<file path="config.mk">
export PLATFORM = sky130hd
export DESIGN_NAME = cb_dbuf
export DESIGN_NICKNAME = d
export VERILOG_FILES = /design/src/rtl/cb_pkg.sv /design/src/rtl/cb_in_mux.sv /design/src/rtl/cb_dbuf.sv
export SDC_FILE = /design/constraint.sdc
export NUM_CORES = 1
export LEC_CHECK = 0
export CORE_ASPECT_RATIO = 2
export CORE_MARGIN = 5
export CORE_UTILIZATION = 57
export CTS_CLUSTER_DIAMETER = 100
export DETAILED_ROUTE_END_ITERATION = 12
export PLACE_DENSITY = 0.92
export SETUP_SLACK_MARGIN = 0.05
export SLEW_MARGIN = 20
export SYNTH_ARGS = -nofsm -noshare
export SYNTH_HDL_FRONTEND = slang
export SYNTH_SLANG_ARGS = --single-unit
</file>
<file path="constraint.sdc">
create_clock -name clk -period 2.75 [get_ports clk]
set_input_delay 0.55 -clock clk [delete_from_list [all_inputs] [get_ports clk]]
set_output_delay 0.55 -clock clk [all_outputs]
set_load 0.03 [all_outputs]
</file>
<file path="src/rtl/cb_pkg.sv">
// rtl/cb_pkg.sv - shared types and helpers for the cb_dbuf connection box
package cb_pkg;

    // Frame controller states
    typedef enum logic [1:0] {
        ST_IDLE   = 2'd0,
        ST_SHIFT  = 2'd1,
        ST_LOADED = 2'd2,
        ST_ERR    = 2'd3
    } cb_state_t;

    // Constant selects sit just above the track range
    localparam int CONST_0_OFS = 0;
    localparam int CONST_1_OFS = 1;

    function automatic int cb_sel_bits(input int width);
        return $clog2(width + 2);
    endfunction

    // Mux index k within the frame: LE-major, inputs first then outputs
    function automatic int cb_field_idx(input int le, input int idx, input logic le_io,
                                        input int le_inputs = 4, input int le_outputs = 1);
        return le * (le_inputs + le_outputs) + (le_io ? (le_inputs + idx) : idx);
    endfunction

endpackage

</file>
<file path="src/rtl/cb_in_mux.sv">
// rtl/cb_in_mux.sv - one LE-input select mux over tracks and constants
module cb_in_mux
    import cb_pkg::*;
#(
    parameter int WIDTH    = 32,
    parameter int SEL_BITS = cb_sel_bits(WIDTH)
) (
    input  logic [SEL_BITS-1:0] sel_i,
    input  logic [WIDTH-1:0]    sb_bus_i,
    input  logic [WIDTH-1:0]    cb_bus_i,
    input  logic                valid_i,
    output logic                mux_o
);

    logic [WIDTH-1:0] trk;

    assign trk = sb_bus_i | cb_bus_i;

    // Track select, constant 0/1 selects, anything else reads as 0
    always_comb begin
        mux_o = 1'b0;
        if (valid_i) begin
            for (int j = 0; j < WIDTH; j++) begin
                if (int'(sel_i) == j) mux_o = trk[j];
            end
            if (int'(sel_i) == WIDTH + CONST_0_OFS) mux_o = 1'b0;
            if (int'(sel_i) == WIDTH + CONST_1_OFS) mux_o = 1'b1;
        end
    end

endmodule

</file>
<file path="src/rtl/cb_dbuf.sv">
// rtl/cb_dbuf.sv - double-buffered connection box (optional CB_OUT_REG_EN output registers)
module cb_dbuf
    import cb_pkg::*;
#(
    parameter int WIDTH      = 32,
    parameter int NUM_LE     = 2,
    parameter int LE_INPUTS  = 4,
    parameter int LE_OUTPUTS = 1,
    parameter int SEL_BITS   = cb_sel_bits(WIDTH),
    parameter int CFG_BITS   = NUM_LE * (LE_INPUTS + LE_OUTPUTS) * SEL_BITS
) (
    input  logic                         clk,
    input  logic                         nrst,
    input  logic                         en,
    input  logic                         config_en,
    input  logic                         config_data_in,
    output logic                         config_data_out,
    input  logic                         commit,
    output logic                         cfg_loaded,
    output logic                         frame_err,
    input  logic [WIDTH-1:0]             sb_bus_in,
    output logic [WIDTH-1:0]             sb_bus_out,
    input  logic [WIDTH-1:0]             cb_bus_in,
    output logic [WIDTH-1:0]             cb_bus_out,
    input  logic [NUM_LE*LE_OUTPUTS-1:0] le_out,
    output logic [NUM_LE*LE_INPUTS-1:0]  le_in
);

    localparam int CNT_W  = $clog2(CFG_BITS + 2);
    localparam int NUM_OM = NUM_LE * LE_OUTPUTS;

    cb_state_t           state_q, state_d;
    logic [CFG_BITS-1:0] shadow_q, shadow_d;
    logic [CFG_BITS-1:0] active_q, active_d;
    logic                active_valid_q, active_valid_d;
    logic [CNT_W-1:0]    cnt_q, cnt_d;
    logic                shift_en;

    assign shift_en        = en & config_en;
    assign config_data_out = shadow_q[CFG_BITS-1];
    assign cfg_loaded      = (state_q == ST_LOADED);
    assign frame_err       = (state_q == ST_ERR);

    // Config state registers
    always_ff @(posedge clk or negedge nrst) begin
        if (!nrst) begin
            state_q        <= ST_IDLE;
            shadow_q       <= '1;
            active_q       <= '1;
            active_valid_q <= 1'b0;
            cnt_q          <= '0;
        end else begin
            state_q        <= state_d;
            shadow_q       <= shadow_d;
            active_q       <= active_d;
            active_valid_q <= active_valid_d;
            cnt_q          <= cnt_d;
        end
    end

    // Frame FSM: shift into shadow, judge frame length, commit shadow to active
    always_comb begin
        state_d        = state_q;
        shadow_d       = shadow_q;
        active_d       = active_q;
        active_valid_d = active_valid_q;
        cnt_d          = cnt_q;
        if (shift_en) begin
            shadow_d = {shadow_q[CFG_BITS-2:0], config_data_in};
            if (state_q != ST_SHIFT) begin
                state_d = ST_SHIFT;
                cnt_d   = CNT_W'(1);
            end else if (cnt_q != CNT_W'(CFG_BITS + 1)) begin
                cnt_d = cnt_q + CNT_W'(1);
            end
        end else if (en) begin
            case (state_q)
                ST_SHIFT: state_d = (cnt_q == CNT_W'(CFG_BITS)) ? ST_LOADED : ST_ERR;
                ST_LOADED: begin
                    if (commit) begin
                        active_d       = shadow_q;
                        active_valid_d = 1'b1;
                        state_d        = ST_IDLE;
                    end
                end
                default: ;
            endcase
        end
    end

    logic [NUM_LE*LE_INPUTS-1:0] le_in_d;
    logic [WIDTH-1:0]            sb_out_d;
    logic [WIDTH-1:0]            cb_out_d;
    logic [SEL_BITS-1:0]         out_sel [NUM_OM];

    for (genvar g_le = 0; g_le < NUM_LE; g_le++) begin : g_le_blk
        for (genvar g_i = 0; g_i < LE_INPUTS; g_i++) begin : g_in_blk
            localparam int K = cb_field_idx(g_le, g_i, 1'b0, LE_INPUTS, LE_OUTPUTS);
            cb_in_mux #(
                .WIDTH    (WIDTH),
                .SEL_BITS (SEL_BITS)
            ) u_in_mux (
                .sel_i    (active_q[(K+1)*SEL_BITS-1 -: SEL_BITS]),
                .sb_bus_i (sb_bus_in),
                .cb_bus_i (cb_bus_in),
                .valid_i  (active_valid_q),
                .mux_o    (le_in_d[g_le*LE_INPUTS+g_i])
            );
        end
    end

    for (genvar g_m = 0; g_m < NUM_OM; g_m++) begin : g_out_sel
        localparam int K = cb_field_idx(g_m / LE_OUTPUTS, g_m % LE_OUTPUTS, 1'b1,
                                        LE_INPUTS, LE_OUTPUTS);
        assign out_sel[g_m] = active_q[(K+1)*SEL_BITS-1 -: SEL_BITS];
    end

    logic hit;
    logic drv;

    // Output drive: lowest-index matching LE output wins a track, else cross pass-through
    always_comb begin
        sb_out_d = cb_bus_in;
        cb_out_d = sb_bus_in;
        hit      = 1'b0;
        drv      = 1'b0;
        for (int j = 0; j < WIDTH; j++) begin
            hit = 1'b0;
            drv = 1'b0;
            for (int m = 0; m < NUM_OM; m++) begin
                if (!hit && int'(out_sel[m]) == j) begin
                    hit = 1'b1;
                    drv = le_out[m];
                end
            end
            if (hit) begin
                sb_out_d[j] = drv;
                cb_out_d[j] = drv;
            end
        end
        if (!active_valid_q) begin
            sb_out_d = '0;
            cb_out_d = '0;
        end
    end

`ifdef CB_OUT_REG_EN
    // Registered routing outputs
    always_ff @(posedge clk or negedge nrst) begin
        if (!nrst) begin
            le_in      <= '0;
            sb_bus_out <= '0;
            cb_bus_out <= '0;
        end else begin
            le_in      <= le_in_d;
            sb_bus_out <= sb_out_d;
            cb_bus_out <= cb_out_d;
        end
    end
`else
    assign le_in      = le_in_d;
    assign sb_bus_out = sb_out_d;
    assign cb_bus_out = cb_out_d;
`endif

endmodule

</file>
==> out/metrics.yaml, run 1 <==
logic_synthesis:
  yosysTopAreaCellShare: 0.294
  syn_inst: 1270
  synthMuxAreaShare: 0.155
  async_flop_share: 1.00
  synth-xor-area-share: 0
  synth_area_leaders: "dfstp_2, mux2_2, o21ai_0, o21a_1, nor2_1"
  synth_edf_count: 0
  ys_ff_latch: 129
  syn_nets: 1345
  synth_seq_area_share: 0.315
  synth_fa_ha_area_frac: 0.00350
  synth_compound_area_frac: 0.258
  yosys_warnings: 0
  synth_flop_cell: "dfstp_2"
  synth_top_family_by_area: "compound AO/OA/AOI/OAI gates"
  yosysUniqueCellTypes: 78
  yosys.area_share.simple: 0.216
  synth_largest_area_cell: "dfstp_2"
  synth_area_um2: 10700
  avgSynthCellArea_um2: 8.45
timing:
  worstEpCategory: "primary output"
  grt-worst-endpoint: "le_in[6]"
clocking:
  cts_sinks: 129
  cts.path.max_buffers: 2
  cts_max_level: 4
  numCtsBuffers: 17
  cts-root-buf: "clkbuf_16"
place:
  pre_cts_slack_ns: -0.755
  post-dp-hpwl_um: 33300
  gp_congestion: 1.24
  place_inst: 1724
  port_buffers: 146
run_status:
  lastStage: "5_1_grt"
  error: "[ERROR GRT-0232] Routing congestion too high. Check the congestion heatmap in the GUI."
  status: "aborted with a tool error"
die:
  placementRows: 71
  io_pins: 147
  die_x_um: 107
  die_y_um: 204
  start_util: 0.575
grt:
  grt_start_max_net_pins: 70
  overflow: 217
  grt_usage: 0.735
[what timing repair did]
item / 4_1_cts
hold endpoints to repair: 0
hold buffers: 0
gates resized for setup: 226
pin swaps: 53
setup endpoints to repair: 64
buffers inserted: 27
[stage by stage]
stage | cell area (µm²) | utilization
2_1_floorplan | 10700 | -
3_3_place_gp | 13500 | 0.724
3_5_place_dp | 13500 | 0.724
4_1_cts | 14900 | 0.797
[synth_stat cells, drive strengths merged, types with 10 or more instances]
library cell / instances
buf: 41
o211a: 18
nand2b: 19
mux4: 13
o31ai: 12
a31oi: 13
nor2: 122
clkbuf: 62
o21ai: 115
nor3: 67
and3: 10
nor2b: 19
dfstp: 120
inv: 15
nand2: 98
a211oi: 16
o21a: 69
or2: 20
mux2: 116
nor4: 10
nand4: 14
a21oi: 76
nand3: 51
[logic make-up after synthesis]
group,count (synthesis)
compound gates,415
fa+ha+maj,3
buf+inv,118
flops,129
mux,134
simple gates,471
[layer usage]
layer,track usage,GRT overflow
met2,0.894,127
met5,0.262,1
met1,0.711,3
met4,0.749,80
met3,0.601,6
==> inputs of run 2 (changes only) <==
- CORE_ASPECT_RATIO: 2 -> not set
- CORE_UTILIZATION: 57 -> 40
- CTS_CLUSTER_DIAMETER: 100 -> not set
- PLACE_DENSITY: 0.92 -> not set
- PLACE_DENSITY_LB_ADDON: not set -> 0.15
- SETUP_SLACK_MARGIN: 0.05 -> not set
==> out/metrics.yaml, run 2 <==
worst_setup_path:
  critPathCaptureType: "output port"
  cp_slowest_cell: "dfstp_2"
  reg2reg_depth: 6
  criticalPathCategory: "flip-flop to output port"
  cp_num_buf_inv: 1
  critPathMaxStageDelay_ns: 0.64
  cp_data_arrival_time_ns: 2.59
  crit_family: "compound AO/OA/AOI/OAI gates"
  cp-start-kind: "flip-flop"
  crit_required_ns: 2.20
  path_cells: "nor3_2 -> a211o_1 -> a2111oi_4 -> a211oi_2 -> nor2_2 -> a211oi_2 -> o41ai_2 -> bufbuf_16"
  crit_path_max_fanout: 6
  crit_top_cell: "a211oi_2"
  critical_path_depth: 8
  r2r_slack_ns: 0.98
timing:
  setup_viol: 19
  drv_slew: 0
  final_hold_viol_count: 0
  max_slew_margin: 0.622
  whs_ns: 0.0177
  max_freq_mhz: 318
  setup_ws_ns: -0.394
  finalCriticalPeriod_ns: 3.14
  worst_pin_slew_ns: 0.559
  grt_setup_unrepaired: "yes"
  fin_crit_sh: 1.14
  fin_skew_ns: 0.0142
place:
  post-dp-hpwl_um: 35500  # +6.7%
  port_buffers: 146  # unchanged
  gp_congestion: 1.03  # -18%
grt:
  antenna_found_initial: 0
  overflow: 0
  grt_usage: 0.300
  grt_start_max_net_pins: 70
  grt_pass1_vias: 11400
  grt_pass1_wl_um: 70300
logic_synthesis:
  async_flop_share: 1.00  # unchanged
  synth_seq_area_share: 0.315  # unchanged
  synth_area_um2: 10700  # unchanged
  ys_ff_latch: 129  # unchanged
  yosysTopAreaCellShare: 0.294  # unchanged
  synth_fa_ha_area_frac: 0.00350  # unchanged
  synth_largest_area_cell: "dfstp_2"
  yosysUniqueCellTypes: 78  # unchanged
  synthTopCellsByCount: "dfstp_2, nor2_1, mux2_2"
  synth_compound_area_frac: 0.258  # unchanged
  yosys.area_share.simple: 0.216  # unchanged
  syn_inst: 1270  # unchanged
  synthMuxAreaShare: 0.155  # unchanged
  yosys_warnings: 0  # unchanged
  synth_top_family_by_area: "compound AO/OA/AOI/OAI gates"
  synth_area_leaders: "dfstp_2, mux2_2, o21ai_0, o21a_1, nor2_1"
  synth_edf_count: 0  # unchanged
  synth_flop_cell: "dfstp_2"
  avgSynthCellArea_um2: 8.45  # unchanged
  synth-xor-area-share: 0  # unchanged
  syn_nets: 1345  # unchanged
clocking:
  cts_sinks: 129  # unchanged
  clkLatencyLatePin_ns: 0.44
  tritoncts: "yes"
  cts-root-buf: "clkbuf_16"
  path_clk_slew_ns: 0.07
  cts.path.max_buffers: 2  # unchanged
  numCtsBuffers: 17  # unchanged
  cts_max_level: 4  # unchanged
die:
  start_util: 0.403  # -0.173
  die_y_um: 174  # -15%
  dieArea_um2: 30200
  placementRows: 60  # -15%
  die_x_um: 174  # +62%
  io_pins: 147  # unchanged
  core_um2: 26700
routing:
  drt_iter0_drc: 1378
  vias: 11900
  wl_um: 47400
  routedWlPerCell_um: 24.3
  vias_per_cell: 6.09
  firstDrtPassIters: 8
  drcViolationCount: 0
  drtAntennaViolNets: 0
run_status:
  violations: "setup timing"
  status: "finished, violations left"
cells_and_area:
  largestRegisters: "active_q (60), shadow_q (60), cnt_q (6)"
  drive_gt1_frac: 0.489
  final_common_cell: "buf_4"
  final_cell_mix: "buf_4, dfstp_2, mux2_2, nor2_1, o21ai_0"
  syn2layout_area_growth_pct: 48.2
  nets: 1671
hold_path:
  holdCritPathClass: "input pin to asynchronous set/reset pin"
pwr:
  p_total_uw: 6440
  power_leakage_uw: 0.00645
  power.density_nw_per_um2: 405
  peakVddDrop_mv: 0.338
job:
  cap_violations: 0
## run 2: cell counts after synthesis
Identical to the previous run, type by type.
## run 2: layout make-up
class | instances | area, µm²
fill | 2370 | 10700
multi-input combinational | 1023 | 7640
timing repair buffer | 410 | 3800
sequential | 129 | 3380
clock buffer | 18 | 429
tap | 341 | 427
clock inverter | 14 | 173
inverter | 15 | 58.8
antenna | 2 | 5.00
## run 2: through the flow
step           setup TNS, ns  worst slack (ns)  cells  area (µm²)   util
2_1_floorplan              0            0.0872   1270       10700      -
3_3_place_gp           -4.97            -0.681   1881       14000  0.526
3_5_place_dp           -5.00            -0.682   1881       14000  0.526
4_1_cts                -2.58            -0.413   1936       15200  0.568
5_1_grt                -5.10            -0.537   1950       15900  0.597
6_report               -2.83            -0.394   1952       15900  0.597
## run 2: timing repair
item / 4_1_cts / 5_1_grt
pin swaps: 30 / 44
endpoints found under the setup margin: 56 / 64
setup buffers: 26 / 15
cloned: 0 / 0
gates resized for setup: 176 / 162
hold buffers: 0 / 0
## run 2: logic make-up after synthesis
family | Yosys count
AND/OR/NAND/NOR | 471
AO/OA/AOI/OAI | 415
multiplexers | 134
flip-flops | 129
buffers and inverters | 118
adder cells (fa/ha/maj) | 3
## run 2: worst paths after layout
| check | endpoint | from |
|---|---|---|
| worst max register to register | active_q[5]$_DFFE_PN1P_ | state_q[1]$_DFFE_PN0P_ |
| worst min register to register | cnt_q[4]$_DFFE_PN0P_ | cnt_q[4]$_DFFE_PN0P_ |
| min in group clk | cnt_q[4]$_DFFE_PN0P_ | cnt_q[4]$_DFFE_PN0P_ |
| worst max-delay path | le_in[6] | active_q[43]$_DFFE_PN1P_ |
| worst min-delay path | cnt_q[0]$_DFFE_PN0P_ | nrst |
| max in group asynchronous | shadow_q[8]$_DFFE_PN1P_ | nrst |
## run 2: layer usage
metal | part of all wire | up-vias | wire length, µm | GRT usage
met1 | 0.43 | 5783 | 20600 | 0.420
met4 | 0.039 | 0 | 1830 | 0.109
li1 | - | 5439 | - | -
met3 | 0.080 | 101 | 3810 | 0.0550
met5 | 0 | - | 0 | 0
met2 | 0.45 | 566 | 21200 | 0.464
## run 2: power breakdown
group          internal, µW  total (µW)  switching, µW
clock network          1370        2460           1090
registers              2140        2290            150
logic                   781        1690            905
## run 2: worst reg2reg max path, delay by kind of cell (launching register included)
family	cells	cell delay, ns
flops	1	0.39
buf+inv	2	0.43
mux	1	0.47
simple gates	3	0.41
Note: power is estimated with default switching activity, not from simulation.
==> inputs of run 3 (changes only) <==
- clock period: 2.75 -> 3.95 ns (I/O delays scaled with it)
==> out/metrics.yaml, run 3 (synthesized netlist as in run 2, its figures left out) <==
timing:
  max_freq_mhz: 255
  tns_ns: 0  # +2.83 ns
  grt_setup_unrepaired: "yes"
  setup_viol: 0  # -19
  drv_slew: 0  # unchanged
  finalCriticalPeriod_ns: 3.92
  final_hold_viol_count: 0  # unchanged
  max_slew_margin: 0.453  # -0.169
  fin_crit_sh: 0.992
  worst_pin_slew_ns: 0.811  # +0.252 ns
  fin_skew_ns: 0.0214  # +0.00721 ns
cells_and_area:
  syn2layout_area_growth_pct: 27.4
  nets: 1500  # -10%
  fin_util: 0.513  # -0.0838
  final_cell_mix: "dfstp_2, mux2_2, o21ai_0, buf_4, nor2_1"
  diodes: 0  # -2
  drive_gt1_frac: 0.317  # -0.172
  largestRegisters: "active_q (60), shadow_q (60), cnt_q (6)"
  final_common_cell: "dfstp_2"
worst_setup_path:
  crit_path_max_fanout: 4  # -2
  criticalPathCategory: "input pin to output port"
  critPathMaxStageDelay_ns: 0.67  # +0.03 ns
  critPathCaptureType: "output port"
  path_cells: "clkdlybuf4s50_1 -> nor2_1 -> mux4_2 -> nor4b_1 -> a211oi_1 -> a211oi_1 -> a21o_1 -> buf_12"
  cp-start-kind: "input pin"
  cp_data_arrival_time_ns: 3.13  # +0.54 ns
  cp_slowest_cell: "clkdlybuf4s50_1"
  crit_top_cell: "a211oi_1"
  crit_required_ns: 3.16  # +0.96 ns
hold_path:
  holdCritPathClass: "input pin to asynchronous set/reset pin"
job:
  cap_violations: 0  # unchanged
routing:
  route.top_layer_used: "met4"
  vias_per_cell: 6.25  # +2.7%
  routedWlPerCell_um: 23.7  # -2.3%
  vias: 11100  # -6.4%
  routed-wl-met2_um: 18200  # -14%
  dr_wl_met3_um: 3400  # -11%
  wl_met1_um: 18600  # -9.5%
  firstDrtPassIters: 6  # -2
  wl_um: 42200  # -11%
  drcViolationCount: 0  # unchanged
  drtAntennaViolNets: 0  # unchanged
  drt_iter0_drc: 1274  # -7.5%
die:
  core_um2: 26700  # unchanged
  start_util: 0.403  # unchanged
  placementRows: 60  # unchanged
  die_x_um: 174  # unchanged
  dieArea_um2: 30200  # unchanged
  die_y_um: 174  # unchanged
  io_pins: 147  # unchanged
grt:
  grt_usage: 0.273  # -0.0271
  grt_pass1_vias: 10400  # -8.9%
  overflow: 0  # unchanged
  grt_pass1_wl_um: 64300  # -8.6%
  grt_start_max_net_pins: 56  # -20%
  antenna_found_initial: 0  # unchanged
clocking:
  cts_max_level: 4  # unchanged
  path_clk_slew_ns: 0.07  # about the same
  clkLatencyLatePin_ns: 0.44  # about the same
  cts.path.max_buffers: 2  # unchanged
  post_cts_buffers: 0  # -100%
  cts-root-buf: "clkbuf_16"
  numCtsBuffers: 17  # unchanged
  cts_sinks: 129  # unchanged
  hold_buffers: 0  # unchanged
  tritoncts: "yes"
pwr:
  power.density_nw_per_um2: 321  # -21%
  peakVddDrop_mv: 0.236  # -30%
  power_leakage_uw: 0.00522  # -19%
run_status:
  status: "finished clean"
place:
  port_buffers: 146  # unchanged
  post-dp-hpwl_um: 32000  # -10%
  gp_congestion: 0.978  # -4.7%
-- run 3: cell types whose count changed in the layout (fill, tap and decap cells not counted), sizes merged --
| cell | before | now |
|---|---|---|
| diode | 2 | 0 |
| clkbuf | 20 | 19 |
| clkdlybuf4s50 | 24 | 98 |
| bufbuf | 1 | 0 |
| clkdlybuf4s15 | 7 | 0 |
| clkinvlp | 2 | 1 |
| dlymetal6s2s | 1 | 5 |
| bufinv | 2 | 4 |
| inv | 23 | 21 |
| dlygate4sd2 | 41 | 0 |
| buf | 334 | 136 |
-- run 3: path summary, 6_finish.rpt --
path,from,end,slack [ns],depth (start not counted)
min in group clk,cnt_q[4]$_DFFE_PN0P_,cnt_q[4]$_DFFE_PN0P_,0.49,1
max in group asynchronous,nrst,shadow_q[26]$_DFFE_PN1P_,2.68,2
hold / removal,nrst,state_q[1]$_DFFE_PN0P_,0.37,1
hold reg to reg,cnt_q[4]$_DFFE_PN0P_,cnt_q[4]$_DFFE_PN0P_,0.49,1
setup / recovery,sb_bus_in[17],le_in[0],0.03,8
setup reg to reg,state_q[1]$_DFFE_PN0P_,active_q[6]$_DFFE_PN1P_,1.84,6
-- run 3: area by class of cell --
cell class	instances	area, µm²
Multi-Input combinational cell	1023	6850
Tap cell	341	427
Timing Repair Buffer	239	2330
Clock inverter	13	198
Inverter	15	56.3
Clock buffer	19	433
Fill cell	2508	13000
Sequential cell	129	3380
-- run 3: power by group --
part | switching [µW] | internal (µW) | leakage, µW
sequential | 117 | 1490 | 0.00135
clock | 692 | 1070 | 0.000304
combinational | 559 | 454 | 0.00357
-- run 3: layer usage --
metal  up-vias  GRT usage
met2       570      0.407
met3       110     0.0574
met1      5358      0.385
li1       5088          -
met4         0      0.110
met5         -          0
-- run 3: critical path: cells and delay by family --
kind,cells,cell delay [ns]
AO/OA/AOI/OAI,3,0.53
buffers and inverters,2,0.80
multiplexers,1,0.50
AND/OR/NAND/NOR,2,0.50
-- run 3: what timing repair did --
action,CTS,global route
pin swaps,1,0
hold endpoints to repair,0,0
setup endpoints to repair,3,8
gates resized for setup,2,21
-- run 3: per-stage QoR --
| step | std cells | hold slack [ns] | total power, µW | worst slack, ns | area [µm²] |
|---|---|---|---|---|---|
| global placement | 1747 | 0.464 | 2610 | -0.205 | 13000 |
| detailed placement | 1747 | 0.470 | 2620 | -0.211 | 13000 |
| floorplan | 1270 | 0.440 | 2110 | 0.807 | 10700 |
| global route | 1779 | 0.424 | 4550 | -0.0271 | 13700 |
| CTS | 1779 | 0.396 | 4400 | 0.0223 | 13600 |
| finish | 1779 | 0.372 | 4380 | 0.0308 | 13700 |
